**config.mk**
```make
export PLATFORM = sky130hd
export DESIGN_NAME = if_mem_ctrl
export DESIGN_NICKNAME = d
export VERILOG_FILES = /design/src/rtl/if_mem_ctrl_pkg.sv /design/src/rtl/if_mem_ctrl_byte_asm.sv /design/src/rtl/if_mem_ctrl.sv
export SDC_FILE = /design/constraint.sdc
export NUM_CORES = 1
export LEC_CHECK = 0
export BUFFER_PORTS_ARGS = -buffer_cell sky130_fd_sc_hd__buf_2
export CAP_MARGIN = 20
export CORE_AREA = 4 4 98 100
export CTS_BUF_LIST = sky130_fd_sc_hd__clkbuf_2
export DETAILED_ROUTE_END_ITERATION = 12
export DIE_AREA = 0 0 102 104
export HOLD_SLACK_MARGIN = 0.03
export PLACE_DENSITY = 0.61
export SYNTH_ARGS = -nofsm -noshare
export SYNTH_HDL_FRONTEND = slang
export SYNTH_SLANG_ARGS = --single-unit
```
**constraint.sdc**
```tcl
create_clock -name clk -period 2.8 [get_ports clk]
set_input_delay 0.14 -clock clk [delete_from_list [all_inputs] [get_ports clk]]
set_output_delay 0.14 -clock clk [all_outputs]
set_load 0.02 [all_outputs]
```
**src/rtl/if_mem_ctrl_pkg.sv**
```systemverilog
// Shared definitions for the instruction-fetch memory controller:
// bus widths, the number of bytes per instruction and the FSM state encoding.
package if_mem_ctrl_pkg;

   localparam int INST_ADDR_BUS  = 32;
   localparam int INST_BUS       = 32;
   localparam int BYTES_PER_INST = 4;

   typedef enum logic [1:0] {
      ST_IDLE  = 2'd0,
      ST_FETCH = 2'd1,
      ST_DONE  = 2'd2
   } state_e;

endpackage

```
**src/rtl/if_mem_ctrl_byte_asm.sv**
```systemverilog
// Little-endian assembly register: one byte lane per instruction byte, written
// by index during a fetch, loaded whole on a buffer hit, cleared by flush.
module if_byte_asm
   import if_mem_ctrl_pkg::*;
#(
   parameter int INST_W = INST_BUS
) (
   input  logic              clk,
   input  logic              rst,
   input  logic              clr,
   input  logic              cap_en,
   input  logic [1:0]        cap_idx,
   input  logic [7:0]        cap_byte,
   input  logic              load_en,
   input  logic [INST_W-1:0] load_word,
   output logic [INST_W-1:0] inst
);

   localparam int NLANE = INST_W / 8;

   logic [7:0] lane_q [NLANE];

   genvar gi;
   generate
      for (gi = 0; gi < NLANE; gi++) begin : g_lane
         always_ff @(posedge clk or negedge rst) begin
            if (!rst) begin
               lane_q[gi] <= '0;
            end else if (clr) begin
               lane_q[gi] <= '0;
            end else if (load_en) begin
               lane_q[gi] <= load_word[8*gi +: 8];
            end else if (cap_en && cap_idx == 2'(gi)) begin
               lane_q[gi] <= cap_byte;
            end
         end
         assign inst[8*gi +: 8] = lane_q[gi];
      end
   endgenerate

endmodule

```
**src/rtl/if_mem_ctrl.sv**
```systemverilog
// Instruction-fetch responder: four byte reads per fetch, assembled little-endian.
// Optional one-entry last-instruction buffer enabled by defining IF_LASTHIT_EN.
module if_mem_ctrl
   import if_mem_ctrl_pkg::*;
#(
   parameter int ADDR_W = INST_ADDR_BUS,
   parameter int INST_W = INST_BUS
) (
   input  logic              clk,
   input  logic              rst,
   input  logic [ADDR_W-1:0] pc,
   input  logic              ce,
   input  logic              flush,
   output logic [INST_W-1:0] inst,
   output logic              inst_valid,
   output logic              stall_req,
   output logic [ADDR_W-1:0] mem_addr,
   output logic              mem_rd,
   input  logic [7:0]        mem_din
);

   state_e            state_q;
   logic [2:0]        cnt_q;
   logic [2:0]        cnt_m1;
   logic [ADDR_W-1:0] addr_q;
   logic [ADDR_W-1:0] addr_d;
   logic              hit;
   logic              load_en;
   logic [INST_W-1:0] load_word;
   logic              unused_pc_lsb;

   assign addr_d        = {pc[ADDR_W-1:2], 2'b00};
   assign unused_pc_lsb = &{1'b0, pc[1:0]};
   assign cnt_m1        = cnt_q - 3'd1;

   always_ff @(posedge clk or negedge rst) begin
      if (!rst) begin
         state_q <= ST_IDLE;
         cnt_q   <= '0;
         addr_q  <= '0;
      end else if (flush) begin
         state_q <= ST_IDLE;
         cnt_q   <= '0;
      end else begin
         case (state_q)
            ST_FETCH: begin
               if (cnt_q == 3'(BYTES_PER_INST)) begin
                  state_q <= ST_DONE;
                  cnt_q   <= '0;
               end else begin
                  cnt_q <= cnt_q + 3'd1;
               end
            end
            // IDLE and DONE share the accept logic; a buffer hit skips FETCH.
            default: begin
               if (hit) begin
                  addr_q  <= addr_d;
                  state_q <= ST_DONE;
               end else if (ce) begin
                  addr_q  <= addr_d;
                  cnt_q   <= '0;
                  state_q <= ST_FETCH;
               end else begin
                  state_q <= ST_IDLE;
               end
            end
         endcase
      end
   end

`ifdef IF_LASTHIT_EN
   logic [ADDR_W-1:0] tag_q;
   logic [INST_W-1:0] data_q;
   logic              hit_v_q;

   always_ff @(posedge clk or negedge rst) begin
      if (!rst) begin
         tag_q   <= '0;
         data_q  <= '0;
         hit_v_q <= 1'b0;
      end else if (state_q == ST_DONE && !flush) begin
         tag_q   <= addr_q;
         data_q  <= inst;
         hit_v_q <= 1'b1;
      end
   end

   assign hit       = ce && hit_v_q && (addr_d == tag_q);
   assign load_word = data_q;
`else
   assign hit       = 1'b0;
   assign load_word = '0;
`endif

   assign load_en = hit && !flush && (state_q != ST_FETCH);

   if_byte_asm #(
      .INST_W (INST_W)
   ) u_byte_asm (
      .clk       (clk),
      .rst       (rst),
      .clr       (flush),
      .cap_en    (state_q == ST_FETCH && cnt_q != 3'd0),
      .cap_idx   (cnt_m1[1:0]),
      .cap_byte  (mem_din),
      .load_en   (load_en),
      .load_word (load_word),
      .inst      (inst)
   );

   assign mem_rd     = (state_q == ST_FETCH) && (cnt_q < 3'(BYTES_PER_INST));
   assign mem_addr   = (state_q == ST_FETCH) ? addr_q + ADDR_W'(cnt_q) : addr_q;
   assign inst_valid = (state_q == ST_DONE) && !flush;
   assign stall_req  = ce && (state_q != ST_DONE);

endmodule

```
==> Word-level counts from Yosys, hierarchy flattened <==
Cells that the tools add are included.
{ "word_totals": {"ff_bits": 67, "input_bits": 44, "output_inout_bits": 67, "wordCells": 55} }
{ "classes": {"add_sub_neg": 3, "magnitude_cmp": 1, "n_eq_ne": 8, "mux": 17, "n_bitwise": 2, "reduce_logical": 17} }
{ "op_table": {"columns": ["cell", "count"], "rows": [
  ["8-bit 2-to-1 mux", 8],
  ["32-bit by 3-bit adder with 32-bit output", 1],
  ["32-bit 2-to-1 mux", 1],
  ["3-bit 2-to-1 mux", 4],
  ["1-bit logical AND", 8],
  ["2-bit nonzero test", 4],
  ["2-bit equality test, second input constant", 3],
  ["2-bit 2-to-1 mux", 3],
  ["3-bit nonzero test", 2],
  ["2-bit by 1-bit equality test with 1-bit output, second input constant", 2],
  ["3-bit by 1-bit adder with 3-bit output, second input constant", 1],
  ["3-bit equality test, second input constant", 1],
  ["3-bit less-than comparator, second input constant", 1],
  ["3-bit != test, second input constant", 1],
  ["3-bit AND reduction", 1],
  ["2-bit logical NOT", 1],
  ["2-bit != test, second input constant", 1],
  ["1-bit NOT", 2],
  ["2-bit by 1-bit subtractor with 2-bit output, second input constant", 1],
  ["1-bit logical NOT", 1],
  ["1-bit 2-to-1 mux", 1]
]} }

==> Depth between registers and ports, before layout <==
{ "logic_depth": {"depth_word": 5, "depth_mapped": 6, "ltp_nobuf": 6} }

==> By module <==
Synthesis repeated with hierarchy kept, for this count alone.
{ "hier_totals": {"hier_cells": 354, "area_unflattened_um2": 3744.8} }
{ "by_module_without_submodules": {"columns": ["module", "n_inst", "cells_per_inst", "area_each_um2", "seq_area_each_um2"], "rows": [
  ["if_mem_ctrl", 1, 200, 2123.3, 875.8],
  ["if_byte_asm", 1, 154, 1621.6, 800.8]
]} }

==> Least setup slack after synthesis <==
No wires, ideal clock.
{ "synth_timing": {"kind": "register to output", "startpoint": "reg cnt_q[2]", "endpoint": "out mem_addr[29]", "arrival_time_ns": 1.734, "required_time_ns": 2.660, "slack_ns": 0.926, "path_stages_with_launch": 7, "path_cell_list": "dfrtp_1 > ha_1 > and2_1 > nand4_2 > buf_12 > nor4_2 > xor2_1"} }
{ "synth_between": {"elab_chain_cells": 2} }
{ "synth_rtl": {"columns": ["item", "line_no", "source"], "rows": [
  ["start: declaration", "if_mem_ctrl.sv:23", "logic [2:0] cnt_q;"],
  ["start signal: assignment", "if_mem_ctrl.sv:51", "cnt_q <= cnt_q + 3'd1;"],
  ["32-bit by 3-bit adder with 32-bit output", "if_mem_ctrl.sv:112", "assign mem_addr = (state_q == ST_FETCH) ? addr_q + ADDR_W'(cnt_q) : addr_q;"],
  ["32-bit 2-to-1 mux", "if_mem_ctrl.sv:112", null],
  ["end: declaration", "if_mem_ctrl.sv:17", "output logic [ADDR_W-1:0] mem_addr,"]
]} }
Every way passes these cells.

==> Worst setup path in the final report <==
{ "layout_timing": {"startpoint": "reg cnt_q[2]", "endpoint": "out mem_addr[22]"} }
The elaborated chain is that of the path after synthesis.

==> results.ini <==
[detailed_routing]
post_drt_via_cell_ratio = 4.96
vias = 2908
drtPass1Iterations = 4
drt-total-wl_um = 8650
avgRoutedWirePerCell_um = 14.8
drtIter0Drc = 57
antenna_left = 0
drc = 0

[timing]
fin_worst_skew_ns = 0.0172
worst_pin_slew_ns = 0.824
rsz0062_at_grt = false
max_freq_mhz = 398
finalSetupTns_ns = 0
slew_viol_final = 0
min_period_over_period = 0.897
setup_viol = 0
hold-worst-slack_ns = 0.197
hold_viol = 0
slew-limit-headroom = 0.451
period_needed_ns = 2.51

[die]
start_util = 0.395
die_w_um = 102
dieArea_mm2 = 0.0106
rows = 34
io_pins = 111
fp.dieH_um = 104
coreArea_mm2 = 0.00868

[yosys]
syn_inst = 323
netlist.area_leader.share = 0.489
synth.avg_cell_area_um2 = 10.6
synthMuxAreaShare = 0.162
synth_top_family_by_area = simple AND/OR/NAND/NOR gates
syn_nets = 375
ys_types = 33
synthSimpleGateAreaFrac = 0.196
synthFlopType = dfrtp_1
synth_fa_ha_area_frac = 0.0292
synth_top_area_cell = dfrtp_1
synth_area_leaders = dfrtp_1 (49%), mux2_2 (8.9%), mux2i_1 (7.0%)
synth_seq_cells = 67
synth-xor-area-share = 0.0715
synth_compound_area_frac = 0.0241
synth_area_mm2 = 0.00343
synth-edff-count = 0
synth-seq-area-share = 0.489
synthArstFlopShare = 1.00
ys_warn_count = 0

[critical_path]
crit_chain = ha_1 -> ha_1 -> and3_1 -> and4_1 -> nand3_1 -> xnor2_1 -> buf_2
critical_path_class = register to output pin
worstPathArrival_ns = 2.37
crit_top_cell = ha_1
crit_path_start_kind = register
crit_fanout = 9
crit_path_max_incr_delay_ns = 0.48
crit_required_ns = 2.66
crit_path_end_kind = output pin
cp_slowest_cell = dfrtp_2
startpoint = cnt_q[2]$_DFFE_PN0P_
r2r-start = state_q[1]$_DFFE_PN0P_

[global_routing]
first_global_vias = 3069
antenna_found_initial = 0
grt_pass1_wl_um = 14700
overflow = 0
grt_max_degree = 40
met1_usage = 0.221
busiest_layer = met2
met2_usage = 0.280
grt_usage = 0.172
met3_usage = 0.0510

[job]
cap_violations = 0

[placement]
place_area_mm2 = 0.00408
hpwlAfterDp_um = 6150
gp_congestion = 0.783
port-buffer-count = 108

[cells_and_area]
area_growth_pct = 35.1
antenna_cells = 0
drive_gt1_frac = 0.341
final_cell_area_mm2 = 0.00464
final_nets = 525
fill_cells = 789

[status]
status = completed

[worst_hold_path]
holdCritStartpoint = flush
hold_class = input pin to register

[cts]
cts_buffers = 9
cts-htree-levels = 3
cts_sinks = 67
root_buffer = clkbuf_2
path_clk_slew_ns = 0.20
clockBufferDepth = 2
clkLatencyLatePin_ns = 0.49
cts_tree = built

[power_and_ir_drop]
cellPowerDensity_mw_per_mm2 = 511
p_leak_nw = 2.40
total_power_mw = 2.37
peakVddDrop_uv = 185

flip-flops by register name (all words and copies together) (netlist names):
name,count
u_byte_asm.inst,32
addr_q,30
cnt_q,3
state_q,2
cell usage after synthesis, types with 2 or more instances:
master / number
dfrtp_1: 67
nor2_1: 39
nand2_1: 31
mux2_2: 27
mux2i_1: 24
xnor2_1: 17
nand3_1: 15
xor2_1: 11
a21oi_1: 9
inv_1: 9
nor3_1: 9
ha_1: 8
clkbuf_1: 6
nand4_1: 6
and2_1: 5
and3_1: 5
o21ai_0: 5
buf_2: 4
nand4_2: 3
a31oi_1: 2
and4_1: 2
nand2b_1: 2
nor2b_1: 2
nor3b_1: 2
nor3b_2: 2
nor4_1: 2
nor4_2: 2
or4_1: 2
per-layer routing:
| metal | vias up | routed length [µm] |
|---|---|---|
| met5 | - | 0 |
| met4 | 0 | 92 |
| met3 | 11 | 680 |
| met2 | 103 | 4080 |
| met1 | 1390 | 3790 |
| li1 | 1404 | - |
cells by family after synthesis:
kind of cell | Yosys count
AOI/OAI and AO/OA | 16
xor gates and xnor gates | 28
adders and majority gates | 8
buffers and inverters | 21
DFF | 67
muxes | 52
and+or+nand+nor | 131
repair_timing:
action,CTS,global route
resized for setup,0,3
hold buffers,40,0
buffers inserted,0,0
setup endpoints to repair,0,6
hold endpoints to repair,100,0
path summary, 6_finish.rpt:
| check | end | slack, ns | depth (start not counted) |
|---|---|---|---|
| setup / recovery | mem_addr[22] | 0.29 | 7 |
| hold / removal | u_byte_asm.inst[18]$_DFFE_PN0P_ | 0.20 | 2 |
| setup reg to reg | u_byte_asm.inst[3]$_DFFE_PN0P_ | 0.61 | 5 |
| hold reg to reg | u_byte_asm.inst[31]$_DFFE_PN0P_ | 0.54 | 2 |
| max in group asynchronous | addr_q[26]$_DFFE_PN0P_ | 1.88 | 3 |
| min in group asynchronous | addr_q[15]$_DFFE_PN0P_ | 0.24 | 2 |
through the flow:
step            util  setup WS [ns]  cells
6_report       0.534          0.287    586
5_1_grt        0.534         0.0824    586
4_1_cts        0.532        0.00506    586
3_5_place_dp   0.470          0.568    530
3_3_place_gp   0.470          0.597    530
2_1_floorplan      -          0.926    323
worst max-delay path: cells and delay by family, from the launching register on:
family	cells	cell delay, ns
XOR/XNOR	1	0.22
buffers and inverters	1	0.21
AND/OR/NAND/NOR	3	0.61
flip-flops	1	0.48
adder cells (fa/ha/maj)	2	0.37
cells in the final DEF, fill, tap and decap left out, types with 6 or more instances in the layout:
cell / n
nand2_1: 31
ha_1: 8
nor3_1: 9
xnor2_1: 17
dlygate4sd3_1: 40
mux2i_1: 24
a21oi_1: 9
mux2_2: 27
nand4_1: 6
buf_2: 108
inv_1: 9
nor2_1: 39
nand3_1: 15
xor2_1: 11
dfrtp_1: 66
clkbuf_2: 9
final cells by class:
cell class / instances / area [µm²] / share of cell area
Clock buffer: 9 / 45.0 / 0.00971
Clock inverter: 7 / 92.6 / 0.0200
Inverter: 9 / 33.8 / 0.00729
Multi-Input combinational cell: 235 / 1680 / 0.362
Sequential cell: 67 / 1680 / 0.362
Tap cell: 108 / 135 / 0.0291
Timing Repair Buffer: 151 / 976 / 0.210
where the power goes:
part           internal (mW)  switching (mW)  leakage, nW
Clock                  0.295           0.365       0.0856
Sequential              1.05           0.110        0.869
Combinational          0.248           0.299         1.45
No activity file was read; power rests on OpenSTA's default activity.
